$ cat src/rtl/shift_sequencer_if.sv
// ============================================================================
// shift_sequencer_if : request/done handshake bundle for shift_sequencer
// Revision 1.0
// ============================================================================
`default_nettype none

interface shift_sequencer_if #(
  parameter int WIDTH = 16,
  parameter int AMT_W = 4
);
  logic             start;
  logic [1:0]       op;
  logic [AMT_W-1:0] amount;
  logic [WIDTH-1:0] operand;
  logic             abort;
  logic             ready;
  logic             busy;
  logic             done;
  logic [WIDTH-1:0] result;

  modport master (
    output start, op, amount, operand, abort,
    input  ready, busy, done, result
  );

  modport slave (
    input  start, op, amount, operand, abort,
    output ready, busy, done, result
  );
endinterface

`default_nettype wire

$ cat src/rtl/shift_sequencer.sv
// ============================================================================
// shift_sequencer : applies one single-bit shift per clock until amount is spent
// Revision 1.0
// ============================================================================
`default_nettype none

module shift_sequencer #(
  parameter int WIDTH = 16,
  parameter int AMT_W = 4
) (
  input  wire logic         clk,
  input  wire logic         rst_n,
  shift_sequencer_if.slave  bus
);

  typedef enum logic [1:0] {
    S_IDLE  = 2'd0,
    S_SHIFT = 2'd1,
    S_DONE  = 2'd2
  } state_e;

  localparam logic [1:0] c_OP_SLL = 2'b00;
  localparam logic [1:0] c_OP_SRL = 2'b01;
  localparam logic [1:0] c_OP_SRA = 2'b10;

  state_e           state_q, state_d;
  logic [WIDTH-1:0] result_q, result_d;
  logic [AMT_W-1:0] count_q, count_d;
  logic [1:0]       op_q, op_d;

  function automatic logic [WIDTH-1:0] shift_one(input logic [1:0] o,
                                                 input logic [WIDTH-1:0] r);
    case (o)
      c_OP_SLL: shift_one = {r[WIDTH-2:0], 1'b0};
      c_OP_SRL: shift_one = {1'b0, r[WIDTH-1:1]};
      c_OP_SRA: shift_one = {r[WIDTH-1], r[WIDTH-1:1]};
      default:  shift_one = {r[WIDTH-2:0], r[WIDTH-1]};
    endcase
  endfunction

  always_ff @(posedge clk or negedge rst_n) begin
    if (!rst_n) begin
      state_q  <= S_IDLE;
      result_q <= '0;
      count_q  <= '0;
      op_q     <= '0;
    end else begin
      state_q  <= state_d;
      result_q <= result_d;
      count_q  <= count_d;
      op_q     <= op_d;
    end
  end

  always_comb begin
    state_d  = state_q;
    result_d = result_q;
    count_d  = count_q;
    op_d     = op_q;
    case (state_q)
      S_IDLE: begin
        // abort has priority over a simultaneous start
        if (bus.start && !bus.abort) begin
          result_d = bus.operand;
          op_d     = bus.op;
          count_d  = bus.amount;
          state_d  = (bus.amount != '0) ? S_SHIFT : S_DONE;
        end
      end
      S_SHIFT: begin
        if (bus.abort) begin
          state_d = S_IDLE;
        end else begin
          result_d = shift_one(op_q, result_q);
          count_d  = count_q - AMT_W'(1);
          if (count_q == AMT_W'(1)) begin
            state_d = S_DONE;
          end
        end
      end
      S_DONE:  state_d = S_IDLE;
      default: state_d = S_IDLE;
    endcase
  end

  assign bus.ready  = (state_q == S_IDLE);
  assign bus.busy   = (state_q == S_SHIFT) || (state_q == S_DONE);
  assign bus.done   = (state_q == S_DONE);
  assign bus.result = result_q;

endmodule

`default_nettype wire

$ cat src/flat_wrapper.sv
// flat-port wrapper written by rule: the top's interface ports become plain ports
module shift_sequencer_flat 
#(
  parameter int WIDTH = 16,
  parameter int AMT_W = 4
)
  (clk, rst_n, bus_start, bus_op, bus_amount, bus_operand, bus_abort, bus_ready, bus_busy, bus_done, bus_result);
  shift_sequencer_if #(.WIDTH(WIDTH), .AMT_W(AMT_W)) bus_i ();
  input  wire logic clk;
  input  wire logic rst_n;
  input wire logic [$bits(bus_i.start)-1:0] bus_start;
  input wire logic [$bits(bus_i.op)-1:0] bus_op;
  input wire logic [$bits(bus_i.amount)-1:0] bus_amount;
  input wire logic [$bits(bus_i.operand)-1:0] bus_operand;
  input wire logic [$bits(bus_i.abort)-1:0] bus_abort;
  output wire logic [$bits(bus_i.ready)-1:0] bus_ready;
  output wire logic [$bits(bus_i.busy)-1:0] bus_busy;
  output wire logic [$bits(bus_i.done)-1:0] bus_done;
  output wire logic [$bits(bus_i.result)-1:0] bus_result;
  assign bus_i.start = bus_start;
  assign bus_i.op = bus_op;
  assign bus_i.amount = bus_amount;
  assign bus_i.operand = bus_operand;
  assign bus_i.abort = bus_abort;
  assign bus_ready = bus_i.ready;
  assign bus_busy = bus_i.busy;
  assign bus_done = bus_i.done;
  assign bus_result = bus_i.result;
  shift_sequencer #(.WIDTH(WIDTH), .AMT_W(AMT_W)) u_core (.clk(clk), .rst_n(rst_n), .bus(bus_i));
endmodule
$ cat config.mk
export PLATFORM = sky130hd
export DESIGN_NAME = shift_sequencer_flat
export DESIGN_NICKNAME = d
export VERILOG_FILES = /design/src/rtl/shift_sequencer_if.sv /design/src/rtl/shift_sequencer.sv /design/src/flat_wrapper.sv
export SDC_FILE = /design/constraint.sdc
export NUM_CORES = 1
export LEC_CHECK = 0
export BUFFER_PORTS_ARGS = -buffer_cell sky130_fd_sc_hd__buf_4
export CORE_MARGIN = 3
export CORE_UTILIZATION = 51
export DETAILED_ROUTE_END_ITERATION = 16
export PLACE_DENSITY = 0.87
export REMOVE_ABC_BUFFERS = 1
export SKIP_LAST_GASP = 1
export SYNTH_ARGS = -nofsm -noshare
export SYNTH_HDL_FRONTEND = slang
export SYNTH_SLANG_ARGS = --single-unit
$ cat constraint.sdc
create_clock -name clk -period 2.4 [get_ports clk]
set_clock_uncertainty 0.05 [all_clocks]
set_input_delay 0.36 -clock clk [delete_from_list [all_inputs] [get_ports clk]]
set_output_delay 0.36 -clock clk [all_outputs]
set_load 0.1 [all_outputs]
==> summary.md, run 1 <==
| Metric | Value |
|---|---|
| # DRC | 0 |
| Clock sink count | 24 |
| Post-Layout Cell Count | about 220 |
| HP Class | input port to flip-flop |
| Slew @ Worst Pin | between 0.5 and 0.6 ns |
| Max cap viols | 0 |
| Detailed placer's ending HPWL | 2700 µm |
| Dominant synthesized flop cell | dfrtp_1 |
| Syn Std Cell Area | 1560 µm² |
| Setup tns final | 0 ns |
| Unique masters post-synth | 37 |
| Post-synthesis register bit count | 24 |
| Fmax | roughly 500 MHz |
| Vias per cell | 6.26 |
| CTS clk-pin slew, worst paths | 0.14 ns |
| Largest net degree at the start of global routing | 41 |
| Most frequent cells in the layout | 48 x buf_4, 24 x dfrtp_1, 18 x o21ai_0 |
| IO Port Bufs | 44 |
| Clock Tree Buf Depth | 2 |
| Setup violators final | 0 |
| Final antenna-violating net count | 0 |
| Yosys warning count | 0 |
| Pins Over Slew Limit | 0 |
| Rel. slew slack | 0.607 |
| Sequential fraction of the synthesis area | 0.385 |
| Post-Syn Area per Cell | 10.1 µm² |
| Async set-reset flop share out of synthesis | 1.00 |
| Core ar. | roughly 2800 µm² |
| Initial Util | 0.552 |
| Critical path fanouts, max | 31 |
| Nets | 225 |
| I/O pins | 45 |
| First-pass GRT wire length | 6110 µm |
| Worst Setup Start Kind | flip-flop |
| Total GRT Usage | 0.219 |
| Die area | 3760 µm² |
| Post-synth EDFFs | 0 |
| RSZ-0062 raised after global routing | false |
| WL/cell | 16.6 µm |
| Post-CTS Setup Bufs | 0 |
| Worst setup EP type | flip-flop |
| Clock root buffer | clkbuf_4 |
| Total gr overflow | 0 |
| CP arrival | 2.18 ns |
| DRT iter0 DRCs | 103 |
| Worst setup path category | flip-flop to flip-flop |
| Max H-tree Level | 1 |
| FF/Latch Area | around 600 µm² |
| Gate Count Post-Synth | ~150 |
| Status | finished clean |
| Crit share post-route | 0.832 |
| Proportion of layout cells with a drive suffix above 1 | 0.290 |
| Final wirelength | 3720 µm |
| TritonRoute pass-1 iters | 4 |
| Total CTS buffers | 3 |
| Die outline width | around 61 µm |
| Fillers | 212 |
| Post-Place Cells | 219 |
| Critical Path RT | 2.58 ns |
| Row count | 19 |
| N_diodes | 0 |
| Via Count | 1,402 |
| Commonest non-fill, non-tap cell in the layout | buf_4 |
| Multi-input gate area in the final layout | 861 µm² |
| Layout Area Growth over Synthesis | 24.1% |
| Final hold violation count | 0 |
| Worst skew pair latency | 0.32 ns |
| Final Wtd Congestion | 0.746 |
| Vias in the first global route | 1,320 |
| Die H | 61.3 µm |
| Final min period | 2.00 ns |
| TritonCTS clock tree | yes |
| Initial antenna violation count | 0 |
## cells by family (layout without fill, tap and decap cells)
| logic type | after synthesis | in the layout | synth area share |
|---|---|---|---|
| AOI/OAI and AO/OA | 49 | 49 | 0.213 |
| and+or+nand+nor | 35 | 35 | 0.169 |
| DFF | 24 | 24 | 0.385 |
| buffers and inverters | 22 | 61 | 0.0658 |
| muxes | 18 | 18 | 0.117 |
| adders and majority gates | 5 | 5 | 0.0401 |
| xor gates and xnor gates | 1 | 1 | 0.0104 |
## cells in the mapped netlist, drive strengths merged (3+ instances only)
cell type	instances	area, µm²
o211ai	15	113
inv	8	30.0
o21ai	19	95.1
clkbuf	10	37.5
or4b	14	140
buf	4	35.0
dfrtp	24	601
nor2	3	11.3
o31ai	4	30.0
nand3b	3	22.5
nand2b	3	18.8
mux2i	16	160
ha	5	62.6
## sequential cells by signal (all words and copies together), names as in the netlist
name               count
u_core.bus.result     16
u_core.count_q         4
u_core.op_q            2
u_core.state_q         2
## final timing paths
kind / from / end / slack [ns] / depth (start not counted)
hold / removal: bus_op[0] / u_core.op_q[0]$_DFFE_PN0P_ / 0.21 / 2
setup reg to reg: u_core.state_q[1]$_DFFE_PN0P_ / u_core.bus.result[13]$_DFFE_PN0P_ / 0.40 / 5
hold reg to reg: u_core.bus.result[0]$_DFFE_PN0P_ / u_core.bus.result[0]$_DFFE_PN0P_ / 0.52 / 1
max in group asynchronous: rst_n / u_core.bus.result[13]$_DFFE_PN0P_ / 1.66 / 2
setup / recovery: u_core.state_q[1]$_DFFE_PN0P_ / u_core.bus.result[13]$_DFFE_PN0P_ / 0.40 / 5
min in group asynchronous: rst_n / u_core.bus.result[5]$_DFFE_PN0P_ / 0.40 / 2
## per-stage QoR
stage                     hold slack (ns)  setup slack [ns]  instance area (µm²)   util
after floorplan                    0.0144            -0.944                 1490      -
after global placement              0.225             0.558                 1890  0.668
after detailed placement            0.228             0.447                 1890  0.668
after CTS                           0.200             0.405                 1940  0.685
after global routing                0.192             0.244                 1940  0.685
final                               0.205             0.404                 1940  0.685
## what timing repair did
action | CTS | global route
gates resized for setup | 0 | 0
hold buffers | 1 | 0
hold endpoints to repair | 24 | 0
endpoints found under the setup margin | 0 | 0
## routing by layer
layer	routed length, µm	GRT usage	vias up
li1	-	-	672
met1	1620	0.292	663
met2	1760	0.352	60
met3	277	0.0294	7
met4	70	0.105	0
met5	0	0	-
## cell type report
class                           count  share of cell area
Clock buffer                        4              0.0187
Multi-Input combinational cell    108               0.444
Tap cell                           31              0.0200
Inverter                            8              0.0155
Timing Repair Buffer               49               0.191
Sequential cell                    24               0.310
## critical path: stages (launching register included)
cell and delay, ns:
dfrtp_1 0.42, inv_1 0.11, ha_1 0.20, buf_4 0.29
nand3b_1 0.47, o211ai_1 0.35
Power of run 1 is not shown: default switching activity piles up to over one toggle a cycle in this logic, so the estimate is an artifact.
==> run 2, diff against run 1 <==
--- a/config.mk
+++ b/config.mk
@@ -7,9 +7,9 @@
 export LEC_CHECK = 0
 export BUFFER_PORTS_ARGS = -buffer_cell sky130_fd_sc_hd__buf_4
 export CORE_MARGIN = 3
-export CORE_UTILIZATION = 51
+export CORE_UTILIZATION = 46
 export DETAILED_ROUTE_END_ITERATION = 16
-export PLACE_DENSITY = 0.87
+export PLACE_DENSITY = 0.83
 export REMOVE_ABC_BUFFERS = 1
 export SKIP_LAST_GASP = 1
 export SYNTH_ARGS = -nofsm -noshare
==> constraint.sdc (replaced) <==
create_clock -name clk -period 1.6 [get_ports clk]
set_clock_uncertainty 0.05 [all_clocks]
set_input_delay 0.24 -clock clk [delete_from_list [all_inputs] [get_ports clk]]
set_output_delay 0.24 -clock clk [all_outputs]
set_load 0.1 [all_outputs]
==> summary.md, run 2 (same netlist as run 1, synthesis figures left out) <==
| Metric | Value |
|---|---|
| Worst setup EP type | flip-flop |
| Max H-tree Level | 1 (unchanged) |
| Setup tns final | -2.25 ns (-2.25 ns) |
| Initial antenna violation count | 0 (unchanged) |
| Worst setup path category | flip-flop to flip-flop |
| Worst path bufs/invs | 2 (unchanged) |
| Core ar. | 3150 µm² (+11%) |
| Largest net degree at the start of global routing | 41 (unchanged) |
| Total GRT Usage | 0.212 (-0.00771) |
| Die outline width | 64.2 µm (+4.8%) |
| Crit share post-route | 1.09 (+0.254) |
| Fmax | 576 MHz (+15%) |
| Total CTS buffers | 3 (unchanged) |
| Setup ws final | -0.137 ns (-0.541 ns) |
| Setup violators final | 21 (+21) |
| Commonest non-fill, non-tap cell in the layout | buf_4 |
| TritonRoute pass-1 iters | 4 (unchanged) |
| Rel. slew slack | 0.755 (+0.148) |
| Clock root buffer | clkbuf_4 |
| Final wirelength | 4350 µm (+17%) |
| Total gr overflow | 0 (unchanged) |
| Max cap viols | 0 (unchanged) |
| # DRC | 0 (unchanged) |
| N_diodes | 0 (unchanged) |
| IO Port Bufs | 44 (unchanged) |
| Failing checks | setup timing |
| Critical Path RT | 1.79 ns (-0.79 ns) |
| Worst-path cell chain | inv_2 > ha_4 > mux2i_4 > buf_4 > or4b_1 > o211ai_1 |
| CP peak stage delay | 0.47 ns (about the same) |
| Die area | 4130 µm² (+9.8%) |
| Stages on the worst setup path | 6 (+1) |
| TritonCTS clock tree | yes |
| DP Area | 1990 µm² (+5.1%) |
| Nets | 244 (+8.4%) |
| Worst skew pair latency | 0.31 ns (about the same) |
| HP Class | input port to flip-flop |
| CP arrival | 1.93 ns (-0.25 ns) |
| WL/cell | 17.1 µm (+2.7%) |
| Worst path slowest cell | or4b_1 |
| I/O pins | 45 (unchanged) |
| Final min period | 1.74 ns (-0.259 ns) |
| Clock Tree Buf Depth | 2 (unchanged) |
| Vias per cell | 5.91 (-5.5%) |
| Final antenna-violating net count | 0 (unchanged) |
| Final Wtd Congestion | 0.770 (+3.2%) |
| Vias in the first global route | 1,516 (+15%) |
| Most frequent cells in the layout | 58 x buf_4, 24 x dfrtp_1, 17 x o21ai_0 |
| Pins Over Slew Limit | 0 (unchanged) |
| Critical path fanouts, max | 6 (-81%) |
| CTS clk-pin slew, worst paths | 0.13 ns (about the same) |
| Final hold violation count | 0 (unchanged) |
| Detailed placer's ending HPWL | 2840 µm (+5.3%) |
| Initial Util | 0.495 (-0.0567) |
| Status | complete, but fails checks |
| Proportion of layout cells with a drive suffix above 1 | 0.389 (+0.0985) |
| Fin area | 2200 µm² (+14%) |
| Row count | 20 (+1) |
| First-pass GRT wire length | 6990 µm (+14%) |
| Layout Area Growth over Synthesis | 41.1% |
| Slew @ Worst Pin | 0.365 ns (-0.223 ns) |
| Number of flip-flops in the largest register | 16 (unchanged) |
| RSZ-0062 raised after global routing | true |
| Worst Hold Slack | 0.0960 ns (-0.109 ns) |
| Clock sink count | 24 (unchanged) |
| Die H | 64.2 µm (+4.8%) |
| DRT iter0 DRCs | 92 (-11%) |
| Worst Setup Start Kind | flip-flop |
| Hold depth | 2 (unchanged) |
| Via Count | 1,508 (+7.6%) |
| Crit-path leading delay family | simple AND/OR/NAND/NOR gates |
| Reg2Reg Depth | 6 (+1) |
## run 2: area by class of cell
class                   count  area, µm²
multi-input cells         108        921
repair buffers             68        573
inverters                   8       30.0
well taps                  44       55.1
fillers                   252        951
flip-flops and latches     24        601
clock buffers               3       22.5
## run 2: worst paths after layout
kind                                                   from                               end  slack [ns]
min reg2reg                u_core.bus.result[0]$_DFFE_PN0P_  u_core.bus.result[0]$_DFFE_PN0P_        0.52
max reg2reg                   u_core.state_q[0]$_DFFE_PN0P_  u_core.bus.result[9]$_DFFE_PN0P_       -0.14
max                           u_core.state_q[0]$_DFFE_PN0P_  u_core.bus.result[9]$_DFFE_PN0P_       -0.14
max in group asynchronous                             rst_n     u_core.count_q[3]$_DFFE_PN0P_        0.95
min in group asynchronous                             rst_n  u_core.bus.result[9]$_DFFE_PN0P_        0.31
min                                               bus_op[0]        u_core.op_q[0]$_DFFE_PN0P_         0.1
## run 2: timing repair
action	4_1_cts	5_1_grt
hold endpoints to repair	24	0
buffers inserted	2	5
pin swaps	2	1
gates resized for setup	21	8
setup endpoints to repair	23	23
gates cloned	3	0
hold buffers	1	0
## run 2: worst register-to-register path: stages, from the launching register on
cell and delay, ns:
dfrtp_1 0.42, inv_2 0.07, ha_4 0.17, mux2i_4 0.21, buf_4 0.17, or4b_1 0.47
o211ai_1 0.10
## run 2: metrics by stage
stage	std cells	utilization	setup WS (ns)
after floorplan	140	-	-1.74
after detailed placement	241	0.630	-0.205
after global placement	241	0.630	-0.0911
final	255	0.698	-0.137
after global routing	255	0.698	-0.218
after CTS	250	0.679	-0.125
## run 2: routing by layer
metal | track usage | vias to the layer above | wire (µm)
met5 | 0 | - | 0
met4 | 0.0343 | 0 | 31
met3 | 0.0387 | 4 | 328
met2 | 0.390 | 64 | 2260
met1 | 0.258 | 735 | 1740
li1 | - | 705 | -
Power of run 2 is left out for the same reason.
